File: src/rtl/pwm_capture.sv
// pwm_capture
//   Measures an asynchronous PWM input in clk cycles and reports the period,
//   high time and integer duty percentage floor(high*100/period) (0..100).
//
//   Ports
//     clk         system clock, all logic on rising edge
//     rst_n       asynchronous active-low reset
//     pwm_in      PWM input, asynchronous to clk
//     period_cnt  last measured period (cycles), 0 after a stuck event
//     high_cnt    last measured high time (cycles), 0 after a stuck event
//     duty_pct    floor(high_cnt*100/period_cnt); 100/0 after a stuck event
//     valid       one-cycle pulse: period_cnt/high_cnt/duty_pct updated in the
//                 same cycle; there is no back-pressure, a consumer must take
//                 the result while valid is high
//     stuck       level, high while no rising edge for MAX_PERIOD cycles
//     overrun     one-cycle pulse, a period was dropped (divider busy)
//     dbg_state   current FSM state (0 IDLE, 1 MEASURE, 2 DIVIDE)
module pwm_capture #(
   parameter int CNT_W      = 16,
   parameter int MAX_PERIOD = 4000
) (
   input  logic             clk,
   input  logic             rst_n,
   input  logic             pwm_in,
   output logic [CNT_W-1:0] period_cnt,
   output logic [CNT_W-1:0] high_cnt,
   output logic [7:0]       duty_pct,
   output logic             valid,
   output logic             stuck,
   output logic             overrun,
   output logic [1:0]       dbg_state
);

   // Numerator width: high*100 needs CNT_W+7 bits.
   localparam int NW = CNT_W + 7;
   localparam int IW = $clog2(NW + 1);

   localparam logic [CNT_W-1:0] MAXP      = CNT_W'(MAX_PERIOD);
   localparam logic [CNT_W-1:0] ONE       = CNT_W'(1);
   localparam logic [IW-1:0]    LAST_ITER = IW'(NW);

   typedef enum logic [1:0] {
      IDLE    = 2'd0,
      MEASURE = 2'd1,
      DIVIDE  = 2'd2
   } state_t;

   state_t           state;
   logic             sync_q;
   logic             s;
   logic             s_d;
   logic [CNT_W-1:0] pcnt;
   logic [CNT_W-1:0] hcnt;
   logic [CNT_W-1:0] cap_p;
   logic [CNT_W-1:0] cap_h;
   // num holds the numerator; quotient bits shift in at the bottom as the
   // numerator bits shift out of the top, so it ends up holding the quotient.
   logic [NW-1:0]    num;
   logic [CNT_W-1:0] rem;
   logic [IW-1:0]    iter;

   logic             rise;
   logic [CNT_W-1:0] p_inc;
   logic [CNT_W-1:0] h_inc;
   logic [NW-1:0]    h_ext;
   logic [NW-1:0]    num_init;
   logic [CNT_W:0]   trial;
   logic [CNT_W:0]   divisor;
   logic [CNT_W:0]   diff;
   logic             fits;

   assign rise = s & ~s_d;

   // Saturating counters: they never wrap past MAX_PERIOD.
   assign p_inc = (pcnt == MAXP) ? pcnt : pcnt + ONE;
   assign h_inc = (s && (hcnt != MAXP)) ? hcnt + ONE : hcnt;

   // hcnt*100 as 64+32+4 to keep every term at NW bits.
   assign h_ext    = NW'(hcnt);
   assign num_init = (h_ext << 6) + (h_ext << 5) + (h_ext << 2);

   // One restoring-division step. rem < divisor always, so the shifted
   // trial remainder fits in CNT_W+1 bits and the difference in CNT_W.
   assign trial   = {rem, num[NW-1]};
   assign divisor = {1'b0, cap_p};
   assign fits    = (trial >= divisor);
   assign diff    = trial - divisor;

   assign dbg_state = state;

   always_ff @(posedge clk or negedge rst_n) begin
      if (!rst_n) begin
         sync_q     <= 1'b0;
         s          <= 1'b0;
         s_d        <= 1'b0;
         state      <= IDLE;
         pcnt       <= '0;
         hcnt       <= '0;
         cap_p      <= '0;
         cap_h      <= '0;
         num        <= '0;
         rem        <= '0;
         iter       <= '0;
         period_cnt <= '0;
         high_cnt   <= '0;
         duty_pct   <= '0;
         valid      <= 1'b0;
         stuck      <= 1'b0;
         overrun    <= 1'b0;
      end else begin
         sync_q  <= pwm_in;
         s       <= sync_q;
         s_d     <= s;
         valid   <= 1'b0;
         overrun <= 1'b0;

         unique case (state)
            IDLE: begin
               // No result for the first rise: it only opens a period.
               hcnt <= '0;
               if (rise) begin
                  pcnt  <= ONE;
                  hcnt  <= ONE;
                  stuck <= 1'b0;
                  state <= MEASURE;
               end else begin
                  pcnt <= p_inc;
                  if (p_inc == MAXP) stuck <= 1'b1;
               end
            end

            MEASURE: begin
               if (rise) begin
                  // Capture the values before this cycle's increment.
                  cap_p <= pcnt;
                  cap_h <= hcnt;
                  num   <= num_init;
                  rem   <= '0;
                  iter  <= '0;
                  pcnt  <= ONE;
                  hcnt  <= ONE;
                  state <= DIVIDE;
               end else if (pcnt == MAXP) begin
                  // Input stuck: report the level it is stuck at.
                  period_cnt <= '0;
                  high_cnt   <= '0;
                  duty_pct   <= s ? 8'd100 : 8'd0;
                  valid      <= 1'b1;
                  stuck      <= 1'b1;
                  hcnt       <= '0;
                  state      <= IDLE;
               end else begin
                  pcnt <= p_inc;
                  hcnt <= h_inc;
               end
            end

            DIVIDE: begin
               // Counters keep measuring the next period; a rise here
               // drops that period but the running divide finishes.
               if (rise) begin
                  pcnt    <= ONE;
                  hcnt    <= ONE;
                  overrun <= 1'b1;
               end else begin
                  pcnt <= p_inc;
                  hcnt <= h_inc;
               end

               if (iter != LAST_ITER) begin
                  rem  <= fits ? diff[CNT_W-1:0] : trial[CNT_W-1:0];
                  num  <= {num[NW-2:0], fits};
                  iter <= iter + IW'(1);
               end else begin
                  period_cnt <= cap_p;
                  high_cnt   <= cap_h;
                  duty_pct   <= num[7:0];
                  valid      <= 1'b1;
                  state      <= MEASURE;
               end
            end

            default: state <= IDLE;
         endcase
      end
   end

endmodule
File: config.mk
export PLATFORM = sky130hd
export DESIGN_NAME = pwm_capture
export DESIGN_NICKNAME = d
export VERILOG_FILES = /design/src/rtl/pwm_capture.sv
export SDC_FILE = /design/constraint.sdc
export NUM_CORES = 1
export LEC_CHECK = 0
export CAP_MARGIN = 40
export CORE_MARGIN = 2
export CORE_UTILIZATION = 30
export CTS_BUF_LIST = sky130_fd_sc_hd__clkbuf_4
export CTS_CLUSTER_SIZE = 16
export DETAILED_ROUTE_END_ITERATION = 7
export PLACE_DENSITY = 0.58
export RECOVER_POWER = 100
export SYNTH_ARGS = -nofsm -noshare
export SYNTH_HDL_FRONTEND = slang
export SYNTH_SLANG_ARGS = --single-unit
File: constraint.sdc
create_clock -name clk -period 3.35 [get_ports clk]
set_input_delay 0.8375 -clock clk [delete_from_list [all_inputs] [get_ports clk]]
set_output_delay 0.8375 -clock clk [all_outputs]
set_load 0.02 [all_outputs]
# --- Word level (Yosys, flattened, before mapping) ---
# Cells that the tools add are included.
word_totals:
  register_bits: 156
  inputBits: 3
  out_inout_bits: 45
  elab_cells: 102
classes:
  n_addsub: 6
  magnitude_cmp: 1
  n_eq_ne: 15
  mux: 48
  n_bitwise: 2
  n_reduce_logical: 13
op_table:
  columns: ["op", "count"]
  rows:
  - ["16-bit two-way mux", 15]
  - ["16-bit case mux with 2 select lines", 4]
  - ["16-bit case mux with 3 select lines", 1]
  - ["23-bit two-way mux", 2]
  - ["23-bit case mux with 2 select lines", 1]
  - ["16-bit by 1-bit adder with 16-bit output (second input constant)", 2]
  - ["16-bit by 12-bit == test with 1-bit output (second input constant)", 2]
  - ["8-bit two-way mux", 3]
  - ["22-bit by 21-bit adder with 23-bit output", 1]
  - ["23-bit by 18-bit adder with 23-bit output", 1]
  - ["17-bit by 16-bit >= comparator with 1-bit output", 1]
  - ["16-bit by 12-bit inequality test with 1-bit output (second input constant)", 1]
  - ["8-bit case mux with 2 select lines", 1]
  - ["16-bit subtractor", 1]
  - ["2-bit inequality test (second input constant)", 6]
  - ["1-bit two-way mux", 10]
  - ["5-bit two-way mux", 2]
  - ["5-bit case mux with 2 select lines", 1]
  - ["3-bit inequality test (second input constant)", 3]
  - ["2-bit two-way mux", 4]
  - ["4-bit AND reduction", 2]
  - ["7-bit two-way mux", 1]
  - ["2-bit case mux with 3 select lines", 1]
  - ["3-bit AND reduction", 2]
  - ["13 further kinds", 17]

# --- Longest topological paths before layout ---
logic_depth:
  depth_word: 6
  ltp_mapped: 12
  depth_no_buf: 12

# --- Worst setup path before layout ---
# Ideal clock, no wire load.
synth_path:
  path_kind: "flip-flop to flip-flop"
  from: "reg hcnt[4]"
  to: "reg num[18]"
  setup_ns: 0.133
  arrival_ns: 3.011
  required_ns: 3.217
  setup_slack_ns: 0.206
  path_stages_with_launch: 13
  path_buffers: 0
  period_less_slack_ns: 3.144
  cell_sequence: "dfrtp_1 inv_1 fa_1 inv_1 ha_1 fa_1 a21o_1 a21o_1 a211oi_1 o31ai_1 a21oi_1 xnor2_1 o21ai_0"
synth_between:
  elab_chain_cells: 4
synth_rtl:
  columns: ["element", "line", "source"]
  rows:
  - ["from (decl)", "53", "logic [CNT_W-1:0] hcnt;"]
  - ["from (signal assigned)", "154", "hcnt <= h_inc;"]
  - ["from (signal assigned)", "167", "hcnt <= h_inc;"]
  - ["22-bit by 21-bit adder with 23-bit output", "80", "assign num_init = (h_ext << 6) + (h_ext << 5) + (h_ext << 2);"]
  - ["23-bit by 18-bit adder with 23-bit output (*)", "80", null]
  - ["23-bit two-way mux (*)", "133", "if (rise) begin"]
  - ["23-bit case mux with 2 select lines (*)", "117", "unique case (state)"]
  - ["to (signal assigned)", "137", "num <= num_init;"]
  - ["to (signal assigned)", "172", "num <= {num[NW-2:0], fits};"]
  - ["to (decl)", "58", "logic [NW-1:0] num;"]
# Every way passes the cells marked *; elsewhere a longest branch is shown, timed or not. The select of a mux whose other input is x is not followed.
# A chain may end at the register's enable or synchronous reset.

# --- Final worst setup path ---
layout_path:
  from: "reg pcnt[0]"
  to: "reg high_cnt[0]"
layout_between:
  elab_chain_cells: 3
layout_rtl:
  columns: ["element", "line", "source"]
  rows:
  - ["from (decl)", "52", "logic [CNT_W-1:0] pcnt;"]
  - ["from (signal assigned)", "127", "pcnt <= p_inc;"]
  - ["from (signal assigned)", "153", "pcnt <= p_inc;"]
  - ["from (signal assigned)", "166", "pcnt <= p_inc;"]
  - ["16-bit by 12-bit == test with 1-bit output", "143", "end else if (pcnt == MAXP) begin"]
  - ["2-bit inequality test (no source line)", null, null]
  - ["4-bit AND reduction (no source line)", null, null]
  - ["to (signal assigned)", "176", "high_cnt <= cap_h;"]
  - ["to (decl)", "26", "output logic [CNT_W-1:0] high_cnt,"]
# Every way passes these cells.

==> reports/results.txt <==
Nets -> 1013
Leakage -> 4.670 nW
Critical path arrival -> 3560 ps
Vias in the first global route -> 6768
Sw Ratio -> 47.17%
CTS H-Tree Depth -> 4
Outcome -> finished with violations
Sequential power share -> 31.2%
P&R area growth vs syn -> 14.04%
Int Pwr -> 4.014 mW
GRT overflow -> 0
# port buffers -> 47
Logic pwr share -> 53.2%
Clock Root Buffer -> clkbuf_4
Setup tns final -> 0 ps
Clock sink count -> 156
Initial antenna violation count -> 1
Failing checks -> capacitance limit, slew limit
Setup-failing EPs final -> 0
Synth warn -> 0
Seq/Total Area, Yosys -> 43.66%
Max clock buf depth -> 2
GPL Wtd Cong -> 0.8584
Synth Net Count -> 964
Worst Setup Path Type -> flip-flop to flip-flop
Mapped Area -> 8941 sq um
Synth Instances -> 886
Layout cell share with drive strength beyond 1 -> 9.916%
Final worst-path cycle share -> 93.06%
Fmax -> 0.3208 GHz
Startpoint types -> flip-flop
Worst hold path class -> flip-flop to flip-flop
CP Max Fanout -> 24
Die area -> 31200 sq um
Clk slew on worst S/H paths -> 140 ps
Switch Pwr -> 3.584 mW
First-pass GRT wire length -> 37020 um
Rel. slew slack -> -61.99%
Clk pwr share -> 15.6%
Count of different cell masters after synthesis -> 73
DR iter-0 viols -> 548
Vias per cell -> 5.193
Max Slew Vio Count -> 49
Final ANT Viol Nets -> 0
Core area -> 29480 sq um
CTS tree -> built
FP Rows -> 63
Most frequent cells in the layout -> dfrtp_1 (156), o21ai_0 (94), nand2_1 (73)
Post-DP HPWL -> 15870 um
RSZ-0062 raised after global routing -> false
I/O pins -> 48
Tot GR Track Use -> 14.97%
DR pass1 iterations -> 6
Final hold viol count -> 0
Avg WL per Cell -> 16.51 um
Most common cell after layout, fill and taps aside -> dfrtp_1
Total CTS buffers -> 17
PD cells -> 745.2 nW/um^2
Die W -> 176.6 um
Worst slew pin tran -> 2430 ps
Fill cells -> 3020
Largest net degree at the start of global routing -> 61
Fin Hold WS -> 369.4 ps
Crit path required time -> 3790 ps
Via Count -> 6953
Final Critical Period -> 3118 ps
Ys flop type -> dfrtp_1
Max rail drop VDD -> 842.0 uV
Post-CTS Setup Bufs -> 0
Final worst clock skew -> 39.90 ps
Post-synth EDFFs -> 0
Mean post-synth cell area -> 10.09 sq um
Crit end category -> flip-flop
Post-synth ARST share -> 100.0%
Fin area -> 10200 sq um
Final WL -> 22110 um
Placed Instance Area -> 9932 sq um
Starting Density -> 30.33%
DRC errors left -> 0
Worst-Skew Late Latency -> 580 ps
Die Ht -> 176.6 um
MaxCap Viol Count -> 1
Synthesis-stage register bit count -> 156
==> logic make-up after synthesis <==
group | after synthesis | share of synthesized area (%)
buf+inv | 89 | 4.254
fa+ha+maj | 75 | 11.67
xor+xnor | 31 | 3.037
flops | 156 | 43.66
compound gates | 302 | 23.22
simple gates | 214 | 11.78
mux | 19 | 2.379
==> through the flow <==
step                      util (%)  std cells  power [mW]  worst slack [ps]
final                        34.59       1339       7.598             232.3
after global routing         34.59       1339       8.251             15.57
after CTS                    34.65       1338       7.747             187.7
after detailed placement     33.69       1306       6.526             207.7
after global placement       33.69       1306       6.513             226.3
after floorplan                  -        886       5.478             206.0
==> state kept, by name (all words and copies together) (netlist names), 16 cells and up <==
register    count
hcnt           16
period_cnt     16
cap_p          16
pcnt           16
num            23
cap_h          16
rem            16
high_cnt       16
==> final timing paths <==
check,startpoint,to,slack (ps),cells past startpoint
worst min register to register,sync_q,s,370,0
min in group asynchronous,rst_n,rem[2],1150,1
worst max-delay path,pcnt[0],high_cnt[0],230,9
worst min-delay path,sync_q,s,370,0
worst max register to register,pcnt[0],high_cnt[0],230,9
max in group asynchronous,rst_n,cap_p[4],820,1
==> power groups by stage <==
stage                     logic [mW]  clock network (mW)  registers, mW
final                           4.04                1.18           2.37
after global routing            4.52                1.31           2.41
after CTS                       4.14                1.23           2.37
after detailed placement        4.12                   0           2.41
after global placement          4.11                   0           2.40
after floorplan                 3.12                   0           2.36
==> cell usage after synthesis, drive strengths merged, types with 5 or more instances <==
master	n	share of area, %
o41ai	7	0.69
ha	61	8.5
o311ai	8	0.78
nand3	31	1.8
o21ai	103	6.1
nand2	73	3.1
o31ai	14	1.3
a21oi	40	2.3
o21a	7	0.59
o22ai	8	0.56
a21o	8	0.67
mux2	18	2.3
nor2	47	2.0
nand4	13	0.98
xor2	16	1.6
buf	23	1.5
a22oi	11	0.92
clkbuf	19	0.80
o21bai	7	0.59
dfrtp	156	44
a22o	39	3.8
xnor2	15	1.5
inv	47	2.0
nor3	7	0.45
fa	14	3.1
a211oi	5	0.42
nor2b	7	0.49
a32oi	8	0.78
a31oi	9	0.63
and2	6	0.42
==> worst max-delay path, cell delays in order (launching register included) <==
cell      delay, ps
dfrtp_1         490
inv_1           130
ha_1            160
and4bb_1        200
nand4_1         340
nor2_1          230
o21ai_0         170
nand2b_1        630
buf_12          390
a22o_1          240
==> what timing repair did <==
| item | 4_1_cts | 5_1_grt |
|---|---|---|
| hold buffers | 0 | 0 |
| gates resized for setup | 0 | 1 |
| setup endpoints to repair | 0 | 1 |
==> area by class of cell <==
cell class | count | area (sq um) | share of cell area [%]
sequential | 156 | 3904 | 38.29
clock buffer | 18 | 135.1 | 1.325
antenna | 1 | 2.502 | 0.02454
inverter | 47 | 176.4 | 1.730
multi-input combinational | 641 | 4656 | 45.66
clock inverter | 14 | 148.9 | 1.460
tap | 390 | 488.0 | 4.786
timing repair buffer | 72 | 685.7 | 6.725
==> metal layers <==
metal	GRT usage (%)	up-vias	routed length, um
li1	-	3353	-
met1	20.46	3483	10330
met2	24.07	99	10770
met3	3.050	18	705
met4	4.132	0	308
met5	0	-	0
Power figures use the tool's default switching activity.
